### src/rtl/uart_trx.sv
// UART transmitter and receiver sharing one clock but otherwise independent.
// TX serialises start/data/parity/stop bits from a handshaked input word.
// RX synchronises the line, samples mid-bit, and reports data plus error flags.
module uart_trx #(
  parameter int unsigned CLKS_PER_BIT = 16,
  parameter int unsigned DATA_BITS    = 8,
  parameter int unsigned PARITY       = 0,
  parameter int unsigned STOP_BITS    = 1
) (
  input  logic                 clk,
  input  logic                 rst,
  input  logic [DATA_BITS-1:0] tx_data,
  input  logic                 tx_valid,
  output logic                 tx_ready,
  output logic                 tx,
  input  logic                 rx,
  output logic [DATA_BITS-1:0] rx_data,
  output logic                 rx_valid,
  output logic                 rx_parity_err,
  output logic                 rx_frame_err
);

  // Counter must reach the longest stop period (two bit times).
  localparam int unsigned CW = $clog2(2 * CLKS_PER_BIT);
  localparam int unsigned IW = $clog2(DATA_BITS);

  localparam logic [CW-1:0] BitLast  = CW'(CLKS_PER_BIT - 1);
  localparam logic [CW-1:0] HalfLast = CW'(CLKS_PER_BIT / 2 - 1);
  localparam logic [CW-1:0] StopLast = CW'(STOP_BITS * CLKS_PER_BIT - 1);
  localparam logic [IW-1:0] IdxLast  = IW'(DATA_BITS - 1);
  localparam bit            HasParity = (PARITY != 0);
  localparam bit            OddParity = (PARITY == 2);

  // ---------------------------------------------------------------------------
  // Transmitter
  // ---------------------------------------------------------------------------
  typedef enum logic [2:0] {TxIdle, TxStart, TxData, TxPar, TxStop} tx_state_e;

  tx_state_e            tx_state_q;
  logic [CW-1:0]        tx_cnt_q;
  logic [IW-1:0]        tx_idx_q;
  logic [DATA_BITS-1:0] tx_shift_q;
  logic                 tx_par_q;

  // TX FSM: every bit holds for a full bit time; tx and tx_ready are registered.
  always_ff @(posedge clk or negedge rst) begin
    if (!rst) begin
      tx_state_q <= TxIdle;
      tx_cnt_q   <= '0;
      tx_idx_q   <= '0;
      tx_shift_q <= '0;
      tx_par_q   <= 1'b0;
      tx         <= 1'b1;
      tx_ready   <= 1'b1;
    end else begin
      unique case (tx_state_q)
        TxIdle: begin
          if (tx_valid) begin
            tx_shift_q <= tx_data;
            tx_par_q   <= (^tx_data) ^ OddParity;
            tx_cnt_q   <= '0;
            tx         <= 1'b0;
            tx_ready   <= 1'b0;
            tx_state_q <= TxStart;
          end
        end
        TxStart: begin
          if (tx_cnt_q == BitLast) begin
            tx_cnt_q   <= '0;
            tx_idx_q   <= '0;
            tx         <= tx_shift_q[0];
            tx_state_q <= TxData;
          end else begin
            tx_cnt_q <= tx_cnt_q + 1'b1;
          end
        end
        TxData: begin
          if (tx_cnt_q == BitLast) begin
            tx_cnt_q <= '0;
            if (tx_idx_q == IdxLast) begin
              if (HasParity) begin
                tx         <= tx_par_q;
                tx_state_q <= TxPar;
              end else begin
                tx         <= 1'b1;
                tx_state_q <= TxStop;
              end
            end else begin
              tx_idx_q   <= tx_idx_q + 1'b1;
              tx_shift_q <= tx_shift_q >> 1;
              tx         <= tx_shift_q[1];
            end
          end else begin
            tx_cnt_q <= tx_cnt_q + 1'b1;
          end
        end
        TxPar: begin
          if (tx_cnt_q == BitLast) begin
            tx_cnt_q   <= '0;
            tx         <= 1'b1;
            tx_state_q <= TxStop;
          end else begin
            tx_cnt_q <= tx_cnt_q + 1'b1;
          end
        end
        TxStop: begin
          if (tx_cnt_q == StopLast) begin
            tx_cnt_q   <= '0;
            tx_ready   <= 1'b1;
            tx_state_q <= TxIdle;
          end else begin
            tx_cnt_q <= tx_cnt_q + 1'b1;
          end
        end
        default: begin
          tx         <= 1'b1;
          tx_ready   <= 1'b1;
          tx_state_q <= TxIdle;
        end
      endcase
    end
  end

  // ---------------------------------------------------------------------------
  // Receiver
  // ---------------------------------------------------------------------------
  typedef enum logic [2:0] {
    RxIdle, RxStart, RxData, RxPar, RxStop, RxWaitHigh
  } rx_state_e;

  logic                 rx_meta_q;
  logic                 rx_sync_q;
  rx_state_e            rx_state_q;
  logic [CW-1:0]        rx_cnt_q;
  logic [IW-1:0]        rx_idx_q;
  logic [DATA_BITS-1:0] rx_shift_q;
  logic                 rx_par_q;

  // Two-flop synchroniser; resets to the idle (high) line level.
  always_ff @(posedge clk or negedge rst) begin
    if (!rst) begin
      rx_meta_q <= 1'b1;
      rx_sync_q <= 1'b1;
    end else begin
      rx_meta_q <= rx;
      rx_sync_q <= rx_meta_q;
    end
  end

  // RX FSM: half-bit start qualification, then one mid-bit sample per bit.
  always_ff @(posedge clk or negedge rst) begin
    if (!rst) begin
      rx_state_q    <= RxIdle;
      rx_cnt_q      <= '0;
      rx_idx_q      <= '0;
      rx_shift_q    <= '0;
      rx_par_q      <= 1'b0;
      rx_data       <= '0;
      rx_valid      <= 1'b0;
      rx_parity_err <= 1'b0;
      rx_frame_err  <= 1'b0;
    end else begin
      rx_valid <= 1'b0;
      unique case (rx_state_q)
        RxIdle: begin
          if (!rx_sync_q) begin
            rx_cnt_q   <= '0;
            rx_state_q <= RxStart;
          end
        end
        RxStart: begin
          if (rx_cnt_q == HalfLast) begin
            rx_cnt_q   <= '0;
            rx_idx_q   <= '0;
            // Line back high at mid start bit: treat as a glitch.
            rx_state_q <= rx_sync_q ? RxIdle : RxData;
          end else begin
            rx_cnt_q <= rx_cnt_q + 1'b1;
          end
        end
        RxData: begin
          if (rx_cnt_q == BitLast) begin
            rx_cnt_q   <= '0;
            rx_shift_q <= {rx_sync_q, rx_shift_q[DATA_BITS-1:1]};
            if (rx_idx_q == IdxLast) begin
              rx_state_q <= HasParity ? RxPar : RxStop;
            end else begin
              rx_idx_q <= rx_idx_q + 1'b1;
            end
          end else begin
            rx_cnt_q <= rx_cnt_q + 1'b1;
          end
        end
        RxPar: begin
          if (rx_cnt_q == BitLast) begin
            rx_cnt_q   <= '0;
            rx_par_q   <= rx_sync_q;
            rx_state_q <= RxStop;
          end else begin
            rx_cnt_q <= rx_cnt_q + 1'b1;
          end
        end
        RxStop: begin
          if (rx_cnt_q == BitLast) begin
            rx_cnt_q      <= '0;
            rx_data       <= rx_shift_q;
            rx_valid      <= 1'b1;
            rx_parity_err <= HasParity && (((^rx_shift_q) ^ OddParity) != rx_par_q);
            rx_frame_err  <= !rx_sync_q;
            // A low stop bit may be a break; wait for the line to recover.
            rx_state_q    <= rx_sync_q ? RxIdle : RxWaitHigh;
          end else begin
            rx_cnt_q <= rx_cnt_q + 1'b1;
          end
        end
        RxWaitHigh: begin
          if (rx_sync_q) begin
            rx_state_q <= RxIdle;
          end
        end
        default: begin
          rx_state_q <= RxIdle;
        end
      endcase
    end
  end

endmodule

### config.mk
export PLATFORM = sky130hd
export DESIGN_NAME = uart_trx
export DESIGN_NICKNAME = d
export VERILOG_FILES = /design/src/rtl/uart_trx.sv
export SDC_FILE = /design/constraint.sdc
export NUM_CORES = 1
export LEC_CHECK = 0
export CAP_MARGIN = 20
export CORE_MARGIN = 2
export CORE_UTILIZATION = 45
export DETAILED_ROUTE_END_ITERATION = 12
export PLACE_DENSITY = 0.62
export SYNTH_ARGS = -nofsm -noshare
export SYNTH_HDL_FRONTEND = slang
export SYNTH_SLANG_ARGS = --single-unit
### constraint.sdc
create_clock -name clk -period 3.56 [get_ports clk]
set_input_delay 0.89 -clock clk [delete_from_list [all_inputs] [get_ports clk]]
set_output_delay 0.89 -clock clk [all_outputs]
set_load 0.02 [all_outputs]
Word level (Yosys, flattened, before mapping)

Cells that the tools add are included.
Widths: inputs -> output; s select.

Register bits after elaboration: 52
Output and inout port bits: 13

$add $sub $neg: 4
Eq/ne operators: 29
Mux-type cells: 44
Bitwise operators: 2
Reductions and logical operators: 22

Operator list:

| operator            | count |
|---|---|
| $mux 3              | 19 |
| $ne 2x2->1 const B  | 15 |
| $mux 5              | 5 |
| $mux 8              | 3 |
| $pmux 3 s6          | 1 |
| $pmux 8 s2          | 1 |
| $eq 3x3->1 const B  | 5 |
| $pmux 3 s5          | 1 |
| $pmux 5 s3          | 1 |
| $eq 3x2->1 const B  | 4 |
| $pmux 3 s2          | 2 |
| $reduce_and 4->1    | 3 |
| $add 5x1->5 const B | 2 |
| $eq 5x4->1 const B  | 2 |
| $pmux 5 s2          | 1 |
| $reduce_and 2->1    | 4 |
| $reduce_bool 2->1   | 4 |
| $mux 1              | 7 |
| $reduce_and 7->1    | 1 |
| $add 3x1->3 const B | 2 |
| $eq 3x1->1 const B  | 2 |
| $logic_not 3->1     | 2 |
| $reduce_and 6->1    | 1 |
| $reduce_or 3->1     | 2 |
| 10 further kinds    | 11 |

Longest topological paths before layout

Gate-level depths: netlist of the first run.

Word-level depth: 4
Depth in mapped cells: 7

Worst setup path before layout of the first run

OpenSTA, ideal clock, no wires.

Kind: input to register
Start point: input port tx_valid
End point: register tx_shift_q[0]
Data arrival time: 1.655 ns
Slack: 1.781 ns
Cell stages on the path: 4
Path buffers: 0
Cell sequence: inv_1 -> nor2_1 -> o21ai_2 -> mux2_2

Longest elaborated chain between the ends: 2

Ends and longest elaborated chain:

| item                              | RTL line | text |
|---|---|---|
| start, declared                   | 13       | `input logic tx_valid,` |
| $ne 2x2->1 (no source line)       | n/a      |  |
| $reduce_and 4->1 (no source line) | n/a      |  |
| end signal, assigned              | 59       | `tx_shift_q <= tx_data;` |
| end signal, assigned              | 90       | `tx_shift_q <= tx_shift_q >> 1;` |
| end, declared                     | 42       | `logic [DATA_BITS-1:0] tx_shift_q;` |

Every way passes these cells.
A chain may end at the register's enable or synchronous reset.

Worst setup path in the final report of the first run

Start point: register tx_ready
End point: output port tx_ready

RTL lines:

| item                   | RTL line | text |
|---|---|---|
| start, declared        | 14       | `output logic tx_ready,` |
| start signal, assigned | 54       | `tx_ready <= 1'b1;` |
| start signal, assigned | 63       | `tx_ready <= 1'b0;` |
| start signal, assigned | 109      | `tx_ready <= 1'b1;` |

No word-level cell between the ends.

==> flow_summary.toml, run 1 <==
[outcome]
status = "complete, no violations"

[placement]
io_buffers = 23
dpl.cell_count = 314
routabilityCongestion = 0.802
post_dp_cell_area_um2 = 2880
hpwl_um = 3100

[grt]
grt-ovfl-total = 0
grt_util_all_layers = 0.153
grt_pass1_vias = 1674
grt_pass1_wl_um = 7810
antenna_found_initial = 0
grt_start_max_net_pins = 32

[finish]
drive_gt1_frac = 0.240
diodes = 0
area_growth_pct = 12.8
final_nets = 268
final_cell_area_um2 = 2970
fin_cells = 322
seq_area_um2 = 1310
fillers = 502
multi_input_area_um2 = 1220

[clock_tree]
clock_sinks = 52
postCtsSetupBuffers = 0
post_cts_resized = 0
cts_made_buffers = 5
cts_tree = "yes"
clkTransAtPathRegs_ns = 0.10
holdBufCountCts = 0
clock_latency_ns = 0.31
clock_path_buffers = 2
cts_max_level = 2
cts-root-buf = "clkbuf_8"

[timing]
min_period_over_period = 0.657
hold_viol_final = 0
tns_ns = 0
setup_viol = 0
slew_headroom = 0.673
rsz0062_at_grt = "no"
fmax_mhz = 427
finalClockSkew_ns = 0.0105
min_period_ns = 2.34
worst_slew_pin_slew_ns = 0.486
slew_violations = 0

[synthesis]
synth.distinct_cells = 52
synthFlopType = "dfrtp_1"
synth.top_cell.area_share = 0.456
seq_area_frac_synth = 0.496
syn-cell-area_um2 = 2640
postSynthAreaPerCell_um2 = 11.5
ys_ff_latch = 52
yosysTopAreaCell = "dfrtp_1"
synth_cells = 230
async_flop_share = 1.00
synth_warnings = 0
synth_edf_count = 0
ys_top_cells_by_area = "dfrtp_1 (46%), mux2_2 (11%), mux2_4 (4.6%)"
synth_nets = 249

[hold_path]
hp-class = "reg -> reg"
whs_path_depth = 0

[die]
io_pins = 25
die_h_um = 80.5
start_util = 0.473
fp.dieW_um = 80.5
core_area_um2 = 5570
row_count = 27
die_area_um2 = 6480

[drt]
routed_wl_um = 4520
drc = 0
viasPerCell = 5.32
postRouteAntennaNets = 0
avgRoutedWirePerCell_um = 14.0
drt_first_pass_iters = 4
drt-initial-drc-count = 38
vias = 1713

[critical_path]
end_kind = "output port"
crit_family = "buffers and inverters"
worstSetupStartpointType = "flip-flop"
crit_type = "reg -> out"
critPathSlowestCell = "clkdlybuf4s50_1"
cp.depth = 1
reg2reg_depth = 4
crit_chain = "clkdlybuf4s50_1"
critPathArrivalTime_ns = 1.45
cpPeakStageDelay_ns = 0.60
cp_data_required_time_ns = 2.67
ff2ff_setup_slack_ns = 1.64
path_buf_inv = 1
cp_max_fo = 3

[power]
power_density_nw_per_um2 = 459
leakage_uw = 0.00140
ir_drop_mv = 0.289

[flow_run]
maxCapViolations = 0
## per-layer routing
layer,global-route usage,share of wire
met1,0.212,0.50
met3,0.0404,0.037
met2,0.238,0.46
met4,0.0407,0.010
met5,0,0
## layout by cell type (no fill, tap or decap), types with 4 or more instances in the layout
master,count
mux2_2,25
a21oi_1,13
dfrtp_1,48
mux2_4,8
inv_1,7
dfstp_2,4
ha_1,7
nand2_1,17
nor2_1,15
clkbuf_8,5
nand3_1,5
clkdlybuf4s50_1,22
o21ai_0,16
## sequential cells by signal, indices dropped and copies added (netlist names)
signal and count:
rx_data 8, rx_shift_q 8, tx_shift_q 8, rx_cnt_q 5, tx_cnt_q 5, rx_idx_q 3
rx_state_q 3, tx_idx_q 3, tx_state_q 3, rx_frame_err 1, rx_meta_q 1, rx_sync_q 1
rx_valid 1, tx 1, tx_ready 1
## logic make-up after synthesis
kind of cell / synth area share
multiplexers: 0.164
AO/OA/AOI/OAI: 0.114
AND/OR/NAND/NOR: 0.151
buffers and inverters: 0.0408
flip-flops: 0.496
other: 0.00142
adder cells (fa/ha/maj): 0.0332
## layout make-up
| cell class | instances | area share |
|---|---|---|
| flip-flops and latches | 52 | 0.439 |
| multi-input cells | 159 | 0.411 |
| repair buffers | 24 | 0.0783 |
| well taps | 72 | 0.0303 |
| clock buffers | 5 | 0.0231 |
| clock inverters | 3 | 0.00926 |
| inverters | 7 | 0.00884 |
## path summary, 6_finish.rpt
| path | from | end |
|---|---|---|
| worst max register to register | tx_state_q[2] | tx_shift_q[2] |
| min in group asynchronous | rst | rx_cnt_q[1] |
| worst min register to register | rx_meta_q | rx_sync_q |
| max in group asynchronous | rst | rx_sync_q |
| worst min-delay path | rx_meta_q | rx_sync_q |
| worst max-delay path | tx_ready | tx_ready |
## stage by stage
stage	setup WS [ns]	hold WS, ns	utilization	total power, uW
after floorplan	1.78	0.345	-	976
after global placement	1.11	0.346	0.516	1020
after detailed placement	1.08	0.347	0.516	1030
after CTS	1.20	0.362	0.533	1390
after global routing	1.17	0.372	0.533	1460
final	1.22	0.361	0.533	1360
## power by group
group | switching [uW] | internal (uW)
clock | 209 | 145
sequential | 88.9 | 654
combinational | 124 | 144
total | 422 | 943
## synthesized netlist by cell type (all sizes together) (3+ instances only)
| library cell | number |
|---|---|
| dfrtp | 48 |
| mux2 | 33 |
| o21ai | 19 |
| nand2 | 18 |
| nor2 | 16 |
| a21oi | 13 |
| buf | 12 |
| ha | 7 |
| inv | 7 |
| nand3 | 6 |
| nor3 | 6 |
| dfstp | 4 |
| mux2i | 3 |
| nor3b | 3 |
Note: power is estimated with default switching activity, not from simulation.
==> run 2: changes to the inputs <==
--- a/config.mk
+++ b/config.mk
@@ -9,7 +9,7 @@
 export CORE_MARGIN = 2
 export CORE_UTILIZATION = 45
 export DETAILED_ROUTE_END_ITERATION = 12
-export PLACE_DENSITY = 0.62
+export PLACE_DENSITY = 0.65
 export SYNTH_ARGS = -nofsm -noshare
 export SYNTH_HDL_FRONTEND = slang
 export SYNTH_SLANG_ARGS = --single-unit
==> constraint.sdc (replaced) <==
create_clock -name clk -period 2 [get_ports clk]
set_input_delay 0.5 -clock clk [delete_from_list [all_inputs] [get_ports clk]]
set_output_delay 0.5 -clock clk [all_outputs]
set_load 0.02 [all_outputs]
==> run 2 against run 1 <==
Against the previous run:
- via count grew 4.5%
- first-iteration DRC count increased by 76%
- clock power grew 69%
- critical path depth stayed put
- count of clock-buffer cells in the layout unchanged
- core utilization up 1.3 points
- sequential share of layout area shrank 1.1 points
- die area stayed put
- sequential power up 76%
==> flow_summary.toml, run 2 (synthesis results as in run 1) <==
[power]
total_power_uw = 2420
leakage_uw = 0.00145
power_density_nw_per_um2 = 794
ir_drop_mv = 0.606

[timing]
rsz0062_at_grt = "no"
setup_slack_ns = 0.0465
min_period_ns = 1.95
finalClockSkew_ns = 0.00959
slew_violations = 0
tns_ns = 0
setup_viol = 0
fmax_mhz = 512
worst_slew_pin_slew_ns = 0.494
slew_headroom = 0.666
hold_viol_final = 0
min_period_over_period = 0.977

[drt]
drt_first_pass_iters = 4
routed_wl_um = 4460
drc = 0
avgRoutedWirePerCell_um = 13.5
viasPerCell = 5.41
vias = 1790
drt-initial-drc-count = 67
postRouteAntennaNets = 0

[die]
die_area_um2 = 6480
row_count = 27
core_area_um2 = 5570
start_util = 0.473
fp.dieW_um = 80.5
io_pins = 25
die_h_um = 80.5

[clock_tree]
cts_max_level = 2
holdBufCountCts = 0
cts_made_buffers = 5
clock_sinks = 52
cts-root-buf = "clkbuf_8"
cts_tree = "yes"
clock_path_buffers = 2
post_cts_resized = 0
clock_latency_ns = 0.31
clkTransAtPathRegs_ns = 0.09
postCtsSetupBuffers = 0

[finish]
drive_gt1_frac = 0.266
mostFrequentLayoutCell = "dfrtp_1"
final_cell_mix = "dfrtp_1 (48), mux2_2 (25), clkdlybuf4s50_1 (22)"
diodes = 0
final_nets = 277
area_growth_pct = 15.6
top_regs = "rx_data: 8 flops, rx_shift_q: 8 flops, tx_shift_q: 8 flops"
multi_input_area_um2 = 1220
seq_area_um2 = 1310
fillers = 484
fin_cells = 331
final_cell_area_um2 = 3050

[critical_path]
path_buf_inv = 1
critPathArrivalTime_ns = 1.45
crit_type = "reg -> out"
crit_chain = "clkdlybuf4s50_1"
end_kind = "output port"
cp_max_fo = 3
critPathSlowestCell = "clkdlybuf4s50_1"
cp_data_required_time_ns = 1.50
worstSetupStartpointType = "flip-flop"
crit_family = "buffers and inverters"
cpPeakStageDelay_ns = 0.60

[flow_run]
maxCapViolations = 0

[placement]
io_buffers = 23
post_dp_cell_area_um2 = 2960
hpwl_um = 3080
routabilityCongestion = 0.783
place_ws_ns = 0.170
dpl.cell_count = 323

[grt]
grt_util_all_layers = 0.151
antenna_found_initial = 0
grt-ovfl-total = 0
grt_start_max_net_pins = 53
grt_pass1_wl_um = 7640
grt_pass1_vias = 1682

[outcome]
status = "complete, no violations"

[hold_path]
hp-class = "in -> async"
## run 2: cell count changes in the layout (fill, tap and decap cells not counted)
cell	before	now
buf_12	0	1
inv_8	1	0
inv_6	0	1
buf_4	1	9
clkinv_2	0	1
clkinv_4	1	0
## run 2: final cells by class
cell class,instances,share of cell area
Sequential cell,52,0.429
Multi-Input combinational cell,159,0.401
Timing Repair Buffer,33,0.103
Tap cell,72,0.0296
Clock buffer,5,0.0226
Inverter,7,0.00862
Clock inverter,3,0.00698
## run 2: worst reg2reg max path, stage by stage (launching register included)
cell and delay (ns):
dfrtp_1 0.41, ha_1 0.20, ha_1 0.22, nand4bb_1 0.19
a211o_1 0.35, mux2_4 0.27
## run 2: worst paths after layout
path | cells after the start | slack, ns | to | start
setup / recovery | 1 | 0.05 | tx_ready | tx_ready
hold / removal | 2 | 0.16 | tx_cnt_q[0] | rst
setup reg to reg | 5 | 0.25 | rx_idx_q[0] | rx_idx_q[0]
hold reg to reg | 0 | 0.36 | rx_sync_q | rx_meta_q
max in group asynchronous | 2 | 1.53 | rx_meta_q | rst
min in group clk | 0 | 0.36 | rx_sync_q | rx_meta_q
## run 2: through the flow
stage | hold WS [ns] | util
after detailed placement | 0.349 | 0.530
after CTS | 0.171 | 0.547
after global placement | 0.346 | 0.530
final | 0.165 | 0.547
after global routing | 0.176 | 0.547
after floorplan | 0.204 | -
## run 2: where the power goes
group	total (uW)	leakage (uW)	internal, uW	switching, uW
sequential	1310	0.000678	1170	145
clock	599	0.0000445	249	350
combinational	511	0.000723	278	233
total	2420	0.00145	1690	728
## run 2: metal layers
layer / GRT usage / wire [um] / part of all wire
met4: 0.0508 / 59 / 0.013
met3: 0.0371 / 156 / 0.035
met1: 0.204 / 2170 / 0.49
met2: 0.236 / 2080 / 0.47
met5: 0 / 0 / 0
